===== src/rtl/result_demux_pkg.sv =====
// Shared definitions for the ALU write-back result demux: destination codes,
// default sizes and the destination decode helper.
package result_demux_pkg;

  localparam int unsigned DEFAULT_WIDTH = 32;
  localparam int unsigned DEFAULT_DEPTH = 4;

  localparam logic [1:0] DEST_NONE = 2'd0;
  localparam logic [1:0] DEST_ACC  = 2'd1;
  localparam logic [1:0] DEST_FIFO = 2'd2;
  localparam logic [1:0] DEST_BOTH = 2'd3;

  typedef struct packed {
    logic acc_we;
    logic push_req;
  } dest_dec_t;

  // Turns a qualified destination code into accumulator-write / FIFO-push strobes.
  function automatic dest_dec_t dest_decode(input logic valid, input logic [1:0] sel);
    dest_dec_t dec;
    dec = '0;
    if (valid) begin
      case (sel)
        DEST_NONE: dec = '0;
        DEST_ACC: begin
          dec.acc_we   = 1'b1;
          dec.push_req = 1'b0;
        end
        DEST_FIFO: begin
          dec.acc_we   = 1'b0;
          dec.push_req = 1'b1;
        end
        DEST_BOTH: begin
          dec.acc_we   = 1'b1;
          dec.push_req = 1'b1;
        end
        default: dec = '0;
      endcase
    end
    return dec;
  endfunction

endpackage


===== src/rtl/result_demux_if.sv =====
// Bus between the ALU/output stage and the result demux: result input side and
// the accumulator / output-FIFO side.
interface result_demux_if
  import result_demux_pkg::*;
#(
  parameter int unsigned WIDTH = DEFAULT_WIDTH,
  parameter int unsigned CNT_W = $clog2(DEFAULT_DEPTH) + 1
) ();

  logic [WIDTH-1:0] alu_result;
  logic [1:0]       sel_dest;
  logic             result_valid;
  logic             out_ready;

  logic [WIDTH-1:0] acc_out;
  logic [WIDTH-1:0] output_number;
  logic             out_valid;
  logic             fifo_full;
  logic [CNT_W-1:0] count;
  logic             overflow_err;

  // Master drives results and downstream ready; slave is the demux.
  modport master (
    output alu_result,
    output sel_dest,
    output result_valid,
    output out_ready,
    input  acc_out,
    input  output_number,
    input  out_valid,
    input  fifo_full,
    input  count,
    input  overflow_err
  );

  modport slave (
    input  alu_result,
    input  sel_dest,
    input  result_valid,
    input  out_ready,
    output acc_out,
    output output_number,
    output out_valid,
    output fifo_full,
    output count,
    output overflow_err
  );

endinterface


===== src/rtl/result_fifo.sv =====
// Show-ahead synchronous FIFO: data_o presents the entry at the read pointer
// (zero when empty); a push while full is accepted only if a pop frees a slot.
module result_fifo #(
  parameter int unsigned WIDTH = 32,
  parameter int unsigned DEPTH = 4,
  parameter int unsigned CNT_W = 3
) (
  input  logic             clk_i,
  input  logic             rst_i,
  input  logic             push_i,
  input  logic [WIDTH-1:0] data_i,
  input  logic             pop_i,
  output logic [WIDTH-1:0] data_o,
  output logic             full_o,
  output logic             empty_o,
  output logic [CNT_W-1:0] count_o
);

  localparam int unsigned PtrW = (DEPTH > 1) ? $clog2(DEPTH) : 1;

  logic [WIDTH-1:0] mem_q [DEPTH];
  logic [PtrW-1:0]  wr_ptr_q, wr_ptr_d;
  logic [PtrW-1:0]  rd_ptr_q, rd_ptr_d;
  logic [CNT_W-1:0] count_q, count_d;
  logic             empty, full;
  logic             do_push, do_pop;

  assign empty   = (count_q == '0);
  assign full    = (count_q == CNT_W'(DEPTH));
  assign do_pop  = pop_i && !empty;
  assign do_push = push_i && (!full || do_pop);

  always_comb begin
    wr_ptr_d = wr_ptr_q;
    rd_ptr_d = rd_ptr_q;
    count_d  = count_q;
    // Power-of-two depth lets the pointers wrap by natural overflow.
    if (do_push) wr_ptr_d = wr_ptr_q + PtrW'(1);
    if (do_pop)  rd_ptr_d = rd_ptr_q + PtrW'(1);
    unique case ({do_push, do_pop})
      2'b10:   count_d = count_q + CNT_W'(1);
      2'b01:   count_d = count_q - CNT_W'(1);
      default: count_d = count_q;
    endcase
  end

  always_ff @(posedge clk_i or posedge rst_i) begin
    if (rst_i) begin
      wr_ptr_q <= '0;
      rd_ptr_q <= '0;
      count_q  <= '0;
    end else begin
      wr_ptr_q <= wr_ptr_d;
      rd_ptr_q <= rd_ptr_d;
      count_q  <= count_d;
    end
  end

  always_ff @(posedge clk_i) begin
    if (do_push) mem_q[wr_ptr_q] <= data_i;
  end

  assign data_o  = empty ? '0 : mem_q[rd_ptr_q];
  assign full_o  = full;
  assign empty_o = empty;
  assign count_o = count_q;

  count_in_range_a : assert property (@(posedge clk_i) disable iff (rst_i)
    count_q <= CNT_W'(DEPTH));

endmodule


===== src/rtl/result_demux.sv =====
// Routes each ALU result to the accumulator feedback register, the output FIFO,
// both or neither; dropped FIFO pushes latch a sticky overflow flag.
module result_demux
  import result_demux_pkg::*;
#(
  parameter int unsigned WIDTH = DEFAULT_WIDTH,
  parameter int unsigned DEPTH = DEFAULT_DEPTH,
  parameter int unsigned CNT_W = $clog2(DEFAULT_DEPTH) + 1
) (
  input  logic          clk,
  input  logic          rst,
  result_demux_if.slave bus_io
);

  dest_dec_t        dec;
  logic [WIDTH-1:0] acc_q, acc_d;
  logic             ovf_q, ovf_d;
  logic             fifo_empty, fifo_full;
  logic             pop, push_drop;

  assign dec = dest_decode(bus_io.result_valid, bus_io.sel_dest);
  assign pop = !fifo_empty && bus_io.out_ready;
  // A full FIFO still takes the push when the same-cycle pop frees a slot.
  assign push_drop = dec.push_req && fifo_full && !pop;

  always_comb begin
    acc_d = acc_q;
    ovf_d = ovf_q | push_drop;
    if (dec.acc_we) acc_d = bus_io.alu_result;
  end

  always_ff @(posedge clk or posedge rst) begin
    if (rst) begin
      acc_q <= '0;
      ovf_q <= 1'b0;
    end else begin
      acc_q <= acc_d;
      ovf_q <= ovf_d;
    end
  end

  result_fifo #(
    .WIDTH (WIDTH),
    .DEPTH (DEPTH),
    .CNT_W (CNT_W)
  ) u_fifo (
    .clk_i   (clk),
    .rst_i   (rst),
    .push_i  (dec.push_req),
    .data_i  (bus_io.alu_result),
    .pop_i   (pop),
    .data_o  (bus_io.output_number),
    .full_o  (fifo_full),
    .empty_o (fifo_empty),
    .count_o (bus_io.count)
  );

  assign bus_io.acc_out      = acc_q;
  assign bus_io.out_valid    = !fifo_empty;
  assign bus_io.fifo_full    = fifo_full;
  assign bus_io.overflow_err = ovf_q;

endmodule

===== src/flat_wrapper.sv =====
// flat-port wrapper written by rule: the top's interface ports become plain ports
module result_demux_flat import result_demux_pkg::*;
#(
  parameter int unsigned WIDTH = DEFAULT_WIDTH,
  parameter int unsigned DEPTH = DEFAULT_DEPTH,
  parameter int unsigned CNT_W = $clog2(DEFAULT_DEPTH) + 1
)
  (clk, rst, bus_io_alu_result, bus_io_sel_dest, bus_io_result_valid, bus_io_out_ready, bus_io_acc_out, bus_io_output_number, bus_io_out_valid, bus_io_fifo_full, bus_io_count, bus_io_overflow_err);
  result_demux_if #(.WIDTH(WIDTH), .CNT_W(CNT_W)) bus_io_i ();
  input  logic clk;
  input  logic rst;
  input wire logic [$bits(bus_io_i.alu_result)-1:0] bus_io_alu_result;
  input wire logic [$bits(bus_io_i.sel_dest)-1:0] bus_io_sel_dest;
  input wire logic [$bits(bus_io_i.result_valid)-1:0] bus_io_result_valid;
  input wire logic [$bits(bus_io_i.out_ready)-1:0] bus_io_out_ready;
  output wire logic [$bits(bus_io_i.acc_out)-1:0] bus_io_acc_out;
  output wire logic [$bits(bus_io_i.output_number)-1:0] bus_io_output_number;
  output wire logic [$bits(bus_io_i.out_valid)-1:0] bus_io_out_valid;
  output wire logic [$bits(bus_io_i.fifo_full)-1:0] bus_io_fifo_full;
  output wire logic [$bits(bus_io_i.count)-1:0] bus_io_count;
  output wire logic [$bits(bus_io_i.overflow_err)-1:0] bus_io_overflow_err;
  assign bus_io_i.alu_result = bus_io_alu_result;
  assign bus_io_i.sel_dest = bus_io_sel_dest;
  assign bus_io_i.result_valid = bus_io_result_valid;
  assign bus_io_i.out_ready = bus_io_out_ready;
  assign bus_io_acc_out = bus_io_i.acc_out;
  assign bus_io_output_number = bus_io_i.output_number;
  assign bus_io_out_valid = bus_io_i.out_valid;
  assign bus_io_fifo_full = bus_io_i.fifo_full;
  assign bus_io_count = bus_io_i.count;
  assign bus_io_overflow_err = bus_io_i.overflow_err;
  result_demux #(.WIDTH(WIDTH), .DEPTH(DEPTH), .CNT_W(CNT_W)) u_core (.clk(clk), .rst(rst), .bus_io(bus_io_i));
endmodule

===== config.mk =====
export PLATFORM = sky130hd
export DESIGN_NAME = result_demux_flat
export DESIGN_NICKNAME = d
export VERILOG_FILES = /design/src/rtl/result_demux_pkg.sv /design/src/rtl/result_demux_if.sv /design/src/rtl/result_fifo.sv /design/src/rtl/result_demux.sv /design/src/flat_wrapper.sv
export SDC_FILE = /design/constraint.sdc
export NUM_CORES = 1
export LEC_CHECK = 0
export CORE_MARGIN = 3
export CORE_UTILIZATION = 25
export DETAILED_ROUTE_END_ITERATION = 10
export RECOVER_POWER = 25
export SYNTH_ARGS = -nofsm -noshare
export SYNTH_HDL_FRONTEND = slang
export SYNTH_SLANG_ARGS = --single-unit
export TNS_END_PERCENT = 30

===== constraint.sdc =====
create_clock -name clk -period 2.5 [get_ports clk]
set_input_delay 0.5 -clock clk [delete_from_list [all_inputs] [get_ports clk]]
set_output_delay 0.5 -clock clk [all_outputs]
set_load 0.02 [all_outputs]

Word-level counts from Yosys, hierarchy flattened
Memories as Yosys holds them, arrays and structs flattened.
Index checks and enable logic that the tools add are counted.
{"block": "totals", "register_bits": 40, "ramBits": 128, "input_bits": 38, "out_inout_bits": 70, "wordCells": 35, "memories": 1}
{"name": "u_core.u_fifo.mem_q", "depth": 4, "word_bits": 32, "read_ports": 1, "rd_ports_with_merged_regs": 0, "wr": 1, "line": "result_fifo.sv:21", "text": "logic [WIDTH-1:0] mem_q [DEPTH];"}
{"block": "op_classes", "add_sub_neg": 4, "eq_ne": 6, "muxes": 6, "bitwise": 1, "reduce_logical": 12}
{"cell": "$mux W32", "count": 1}
{"cell": "$pmux W2 S4", "count": 1}
{"cell": "$eq A2 B2 Y1 const B", "count": 3}
{"cell": "$pmux W3 S2", "count": 1}
{"cell": "$logic_and A1 B1 Y1", "count": 5}
{"cell": "$add A2 B1 Y2 const B", "count": 2}
{"cell": "$eq A2 B1 Y1 const B", "count": 2}
{"cell": "$add A3 B1 Y3 const B", "count": 1}
{"cell": "$eq A3 B3 Y1 const B", "count": 1}
{"cell": "$logic_not A1 Y1", "count": 3}
{"cell": "$logic_not A3 Y1", "count": 1}
{"cell": "$sub A3 B1 Y3 const B", "count": 1}
{"cell": "$logic_not A2 Y1", "count": 1}
{"cell": "$mux W1", "count": 2}
{"cell": "$mux W2", "count": 1}
{"cell": "$reduce_bool A2 Y1", "count": 1}
{"cell": "$logic_or A1 B1 Y1", "count": 1}
{"cell": "$or A1 B1 Y1", "count": 1}

Depth between registers and ports, before layout
{"block": "logic_depth", "ltp_word": 8, "mapped_depth": 9, "depth_no_buf": 6}

By module
A second synthesis with hierarchy kept.
{"block": "hier_totals", "cells_unflattened": 334, "hier_area_um2": 6756.5}
{"module": "result_fifo", "instances": 1, "cells_each": 259, "area_each_um2": 5352.6, "seq_area_each_um2": 4018.9}
{"module": "result_demux", "instances": 1, "cells_each": 75, "area_each_um2": 1403.8, "seq_area_each_um2": 825.8}

Least setup slack after synthesis
No wires, ideal clock.
{"block": "synth_path", "kind": "reg2reg", "from": "reg u_core.u_fifo.count_q[0] (netlist: u_core.u_fifo.count_o[0])", "to": "reg u_core.u_fifo.count_q[1] (netlist: u_core.u_fifo.count_o[1])", "setup_time_ps": 104, "arrival_time_ps": 2210, "required_ps": 2396, "slack_ps": 186, "stages_incl_launch_ff": 10, "n_path_buf": 3, "synth_period_minus_slack_ps": 2314, "cell_sequence": "dfrtp_1 -> buf_6 -> or3_1 -> buf_2 -> buf_2 -> nand3_1 -> fa_1 -> a41oi_1 -> a21oi_1 -> a221oi_1"}
{"block": "synth_via", "elab_chain_cells": 8, "word_cells_on_any_way": 14, "classes_between": "add/sub: 2; eq/ne: 3; mux: 1; reduce/logical: 8"}
{"element": "start: declaration", "line": "result_fifo.sv:24", "text": "logic [CNT_W-1:0] count_q, count_d;"}
{"element": "start signal: assignment", "line": "result_fifo.sv:55", "text": "count_q <= count_d;"}
{"element": "$logic_not A3 Y1 (*)", "line": "result_fifo.sv:28", "text": "assign empty = (count_q == '0);"}
{"element": "$logic_not A1 Y1 (*)"}
{"element": "net bus_io_out_valid", "line": "flat_wrapper.sv:18", "text": "output wire logic [$bits(bus_io_i.out_valid)-1:0] bus_io_out_valid;"}
{"element": "$logic_and A1 B1 Y1", "line": "result_demux.sv:22", "text": "assign pop = !fifo_empty && bus_io.out_ready;"}
{"element": "$logic_and A1 B1 Y1 (*)", "line": "result_fifo.sv:30", "text": "assign do_pop = pop_i && !empty;"}
{"element": "$logic_or A1 B1 Y1", "line": "result_fifo.sv:31", "text": "assign do_push = push_i && (!full || do_pop);"}
{"element": "$logic_and A1 B1 Y1", "line": "result_fifo.sv:31"}
{"element": "$eq A2 B1 Y1 / $eq A2 B2 Y1 (equally long branches)", "line": "result_fifo.sv:40", "text": "unique case ({do_push, do_pop})"}
{"element": "$pmux W3 S2 / $reduce_bool A2 Y1 (equally long branches)"}
The timed path passes the listed nets; every way through them passes the cells marked *.
A chain may end at the register's enable or synchronous reset.

Final worst setup path
{"block": "layout_path", "from": "reg u_core.u_fifo.rd_ptr_q[0]", "to": "out bus_io_output_number[1]"}
{"block": "layout_via", "elab_chain_cells": 2}
{"element": "start: declaration", "line": "result_fifo.sv:23", "text": "logic [PtrW-1:0] rd_ptr_q, rd_ptr_d;"}
{"element": "start signal: assignment", "line": "result_fifo.sv:54", "text": "rd_ptr_q <= rd_ptr_d;"}
{"element": "$mem_v2 Z4 W32"}
{"element": "$mux W32", "line": "result_fifo.sv:63", "text": "assign data_o = empty ? '0 : mem_q[rd_ptr_q];"}
{"element": "end: declaration", "line": "flat_wrapper.sv:17", "text": "output wire logic [$bits(bus_io_i.output_number)-1:0] bus_io_output_number;"}
No other way between the ends.

==> impl_results.md <==
- Status: complete, no violations
- Remaining global-route overflow: 0
- Arrival time worst endpoint: 1.96 ns
- Cell count after synthesis: 331
- Average detailed-routed wire length per instance: 17.9 µm
- Global routing's busiest layer: met2
- Count of warnings emitted by yosys: 0
- Source-to-sink clock delay at the later pin of the worst-skew pair: 0.42 ns
- Worst path setup slack after routing: 0.0420 ns
- Required time at the worst-slack endpoint: 2.00 ns
- Reg-to-reg critical path startpoint: u_core.u_fifo.count_o[2]$_DFFE_PP0P_
- Met2 track utilization from global routing: 18.1%
- Relative slew slack: 58.0%
- Global-route wire length before repair: 22,600 µm
- Most frequent standard cell in the layout excluding fill and tap cells: sky130_fd_sc_hd__edfxtp_1
- Count of clock tree sinks: 168
- Final setup fails: 0
- Total placed instance area: 0.00828 mm²
- Core ar.: 0.0261 mm²
- Worst setup endpoint: bus_io_output_number[1]
- Worst hold path class: flip-flop to flip-flop
- Effective utilization at floorplan: 25.5%
- Final sum of negative setup slack: 0 ns
- Top-Level Pins: 108
- Unrepaired setup endpoints after global routing: yes
- Drt via density: 4.22
- Share of synthesized area occupied by flip-flops and latches: 72.9%
- Maximum resistive drop on vdd: 0.441 mV
- Most used cells in the layout excluding fill and tap cells: 128 x sky130_fd_sc_hd__edfxtp_1, 49 x sky130_fd_sc_hd__clkdlybuf4s50_1, 38 x sky130_fd_sc_hd__dfrtp_1
- Static leakage: 3.17 nW
- Clock Pin Slew Worst Setup and Hold Paths: 0.07 ns
- Worst R2R End: u_core.u_fifo.count_o[1]$_DFFE_PP0P_
- Mean cell area of the mapped netlist: 20.1 µm²
- Via count: 3,448
- Global-route met1 utilization: 13.2%
- Count of port buffers added during placement: 107
- Net count of the mapped netlist: 374
- Critical path startpoint category: flip-flop
- Rows: 59
- Max Cap Violations: 0
- Final count of pins violating max slew: 0
- Worst-margin pin slew: 0.630 ns
- Antenna fix cells: 0
- Clock period minus worst slack: 2.46 ns
- Horizontal die dimension: 169 µm
- Total length of routed wires: 14,600 µm
- Number of optimization iterations in the first detailed-route pass: 4
- Post-synthesis cell type with the largest combined area: sky130_fd_sc_hd__edfxtp_1
- CTS tree: yes
- Depth of the CTS H-tree: 4
- Top cell type's share of synthesized area: 57.8%
- Number of buffers on the longest clock path: 2
- FMAX: 0.407 GHz
- Final RePlAce weighted congestion: 0.714
- DP Wirelength: 9430 µm
- Final hold viol count: 0
- Worst r2r path cells: 7
- Worst reg-to-reg setup slack: 0.19 ns
- Fin area: 0.00889 mm²
- Netlist area before placement: 0.00665 mm²
- Power density cells: 1130 mW/mm²
- Vias in the first global route: 3,877
- Synth Register Bits: 168
- Final layout net count: 513
- Synthesis-to-layout area growth: 33.7%
- Number of nets with antenna violations after routing: 0
- Root cell of the clock tree: sky130_fd_sc_hd__clkbuf_16
- Leading cell types by total area after synthesis: sky130_fd_sc_hd__edfxtp_1 58%, sky130_fd_sc_hd__dfrtp_1 15%, sky130_fd_sc_hd__mux4_2 9.5%, sky130_fd_sc_hd__mux2_2 5.4%, sky130_fd_sc_hd__and2_1 3.5%
- Met3 track utilization from global routing: 2.71%
- Type of the setup path with the least slack: flip-flop to output pin
- Biggest fanout along the worst timing path: 5
- Post-place setup slack: 0.0324 ns
- Pin count of the biggest net entering global routing: 41
- GR Util All Layers: 10.6%
- Number of antenna violations at the first check in global routing: 0
- Endpoint class of the critical path: output pin
- Worst setup path startpoint: u_core.u_fifo.rd_ptr_q[0]$_DFFE_PP0P_
- Worst Skew: 0.0102 ns
- Library cells used by synthesis: 32
- Hold path startpoint: u_core.bus_io.overflow_err$_DFF_PP0_
- Final critical-path share of the clock period: 98.3%
- Number of DRC markers in iteration 0: 140
- Ratio of cells with drive above 1 in the final layout: 36.2%
- Floorplan die height: 169 µm
- CTS Buf Count: 17
- Drc violations: 0
- Overall die area: 0.0286 mm²
layout make-up:
class,instances,area (µm²)
fill,2504,17200
clock inverter,15,185
inverter,5,18.8
multi-input combinational,139,1640
sequential,168,4850
clock buffer,17,425
tap,335,419
timing repair buffer,139,1360
per-layer routing:
layer	routed length [µm]	vias up
met5	0	-
met4	147	0
met3	686	10
met2	7520	94
met1	6270	1780
li1	-	1564
cell usage after synthesis:
| library cell | n |
|---|---|
| sky130_fd_sc_hd__a2bb2oi_1 | 1 |
| sky130_fd_sc_hd__and2_0 | 1 |
| sky130_fd_sc_hd__mux2_1 | 1 |
| sky130_fd_sc_hd__edfxtp_1 | 128 |
| sky130_fd_sc_hd__or3_1 | 1 |
| sky130_fd_sc_hd__nand3b_1 | 1 |
| sky130_fd_sc_hd__ha_1 | 4 |
| sky130_fd_sc_hd__o21a_1 | 1 |
| sky130_fd_sc_hd__buf_2 | 11 |
| sky130_fd_sc_hd__a41oi_1 | 1 |
| sky130_fd_sc_hd__clkbuf_1 | 3 |
| sky130_fd_sc_hd__o221ai_1 | 2 |
| sky130_fd_sc_hd__a21boi_0 | 1 |
| sky130_fd_sc_hd__nor4b_2 | 1 |
| sky130_fd_sc_hd__mux2_2 | 32 |
| sky130_fd_sc_hd__xnor2_1 | 5 |
| sky130_fd_sc_hd__and2_1 | 37 |
| sky130_fd_sc_hd__a221oi_1 | 2 |
| sky130_fd_sc_hd__buf_6 | 2 |
| sky130_fd_sc_hd__dfrtp_1 | 40 |
| sky130_fd_sc_hd__inv_1 | 5 |
| sky130_fd_sc_hd__mux4_2 | 28 |
| sky130_fd_sc_hd__mux4_1 | 4 |
| sky130_fd_sc_hd__or2_2 | 1 |
| sky130_fd_sc_hd__a21o_1 | 2 |
| sky130_fd_sc_hd__buf_12 | 3 |
| sky130_fd_sc_hd__a21oi_1 | 2 |
| sky130_fd_sc_hd__fa_1 | 1 |
| sky130_fd_sc_hd__mux2i_1 | 1 |
| sky130_fd_sc_hd__nand2_1 | 5 |
| sky130_fd_sc_hd__nor2_1 | 2 |
| sky130_fd_sc_hd__nand3_1 | 2 |
worst min path at each step:
stage,slack [ns],to,cells after the start
after floorplan,0.51,u_core.u_fifo.wr_ptr_q[1]$_DFFE_PP0P_,1
after global routing,0.51,u_core.bus_io.overflow_err$_DFF_PP0_,1
after global placement,0.46,u_core.bus_io.overflow_err$_DFF_PP0_,1
after detailed placement,0.45,u_core.bus_io.overflow_err$_DFF_PP0_,1
final,0.47,u_core.bus_io.overflow_err$_DFF_PP0_,1
after CTS,0.48,u_core.bus_io.overflow_err$_DFF_PP0_,1
cells by family after synthesis:
| kind of cell | after synthesis | share of synthesized area (%) |
|---|---|---|
| AND/OR/NAND/NOR | 51 | 4.65 |
| multiplexers | 66 | 16.8 |
| adder cells (fa/ha/maj) | 5 | 1.05 |
| XOR/XNOR | 5 | 0.659 |
| flip-flops | 168 | 72.9 |
| AO/OA/AOI/OAI | 12 | 1.39 |
| buffers and inverters | 24 | 2.52 |
repair_timing:
action | in CTS | in global routing
setup buffers | 7 | 0
gates resized for setup | 137 | 8
endpoints found under the hold margin | 0 | 0
endpoints found under the setup margin | 32 | 27
hold buffers | 0 | 0
gates cloned | 3 | 0
per-stage QoR:
step                      hold slack [ns]  cells  power (W)  utilization [%]
after floorplan                     0.512    331    0.00585                -
after global placement              0.464    777    0.00742             31.8
after detailed placement            0.453    777    0.00750             31.8
after CTS                           0.481    819     0.0103             34.2
after global routing                0.507    818     0.0106             34.1
final                               0.474    818     0.0101             34.1
registers in the layout (all words and copies together) (netlist names):
signal                      cells
u_core.bus_io.acc_out          32
u_core.u_fifo.wr_ptr_q          2
u_core.bus_io.overflow_err      1
u_core.u_fifo.mem_q           128
u_core.u_fifo.rd_ptr_q          2
u_core.u_fifo.count_o           3
worst max-delay path, cell delays in order (launching register included):
cell and delay, ns:
sky130_fd_sc_hd__dfrtp_2 0.41, sky130_fd_sc_hd__buf_6 0.14, sky130_fd_sc_hd__buf_12 0.13, sky130_fd_sc_hd__buf_6 0.09
sky130_fd_sc_hd__mux4_2 0.48, sky130_fd_sc_hd__and2_4 0.17, sky130_fd_sc_hd__buf_6 0.12
report_power, final:
group	total (W)	switching [W]	leakage [nW]	internal [W]
combinational	0.00386	0.00196	1.25	0.00190
sequential	0.00352	0.000131	1.63	0.00339
clock	0.00268	0.00116	0.295	0.00152
total	0.0101	0.00325	3.17	0.00681
No activity file was read; power rests on OpenSTA's default activity.
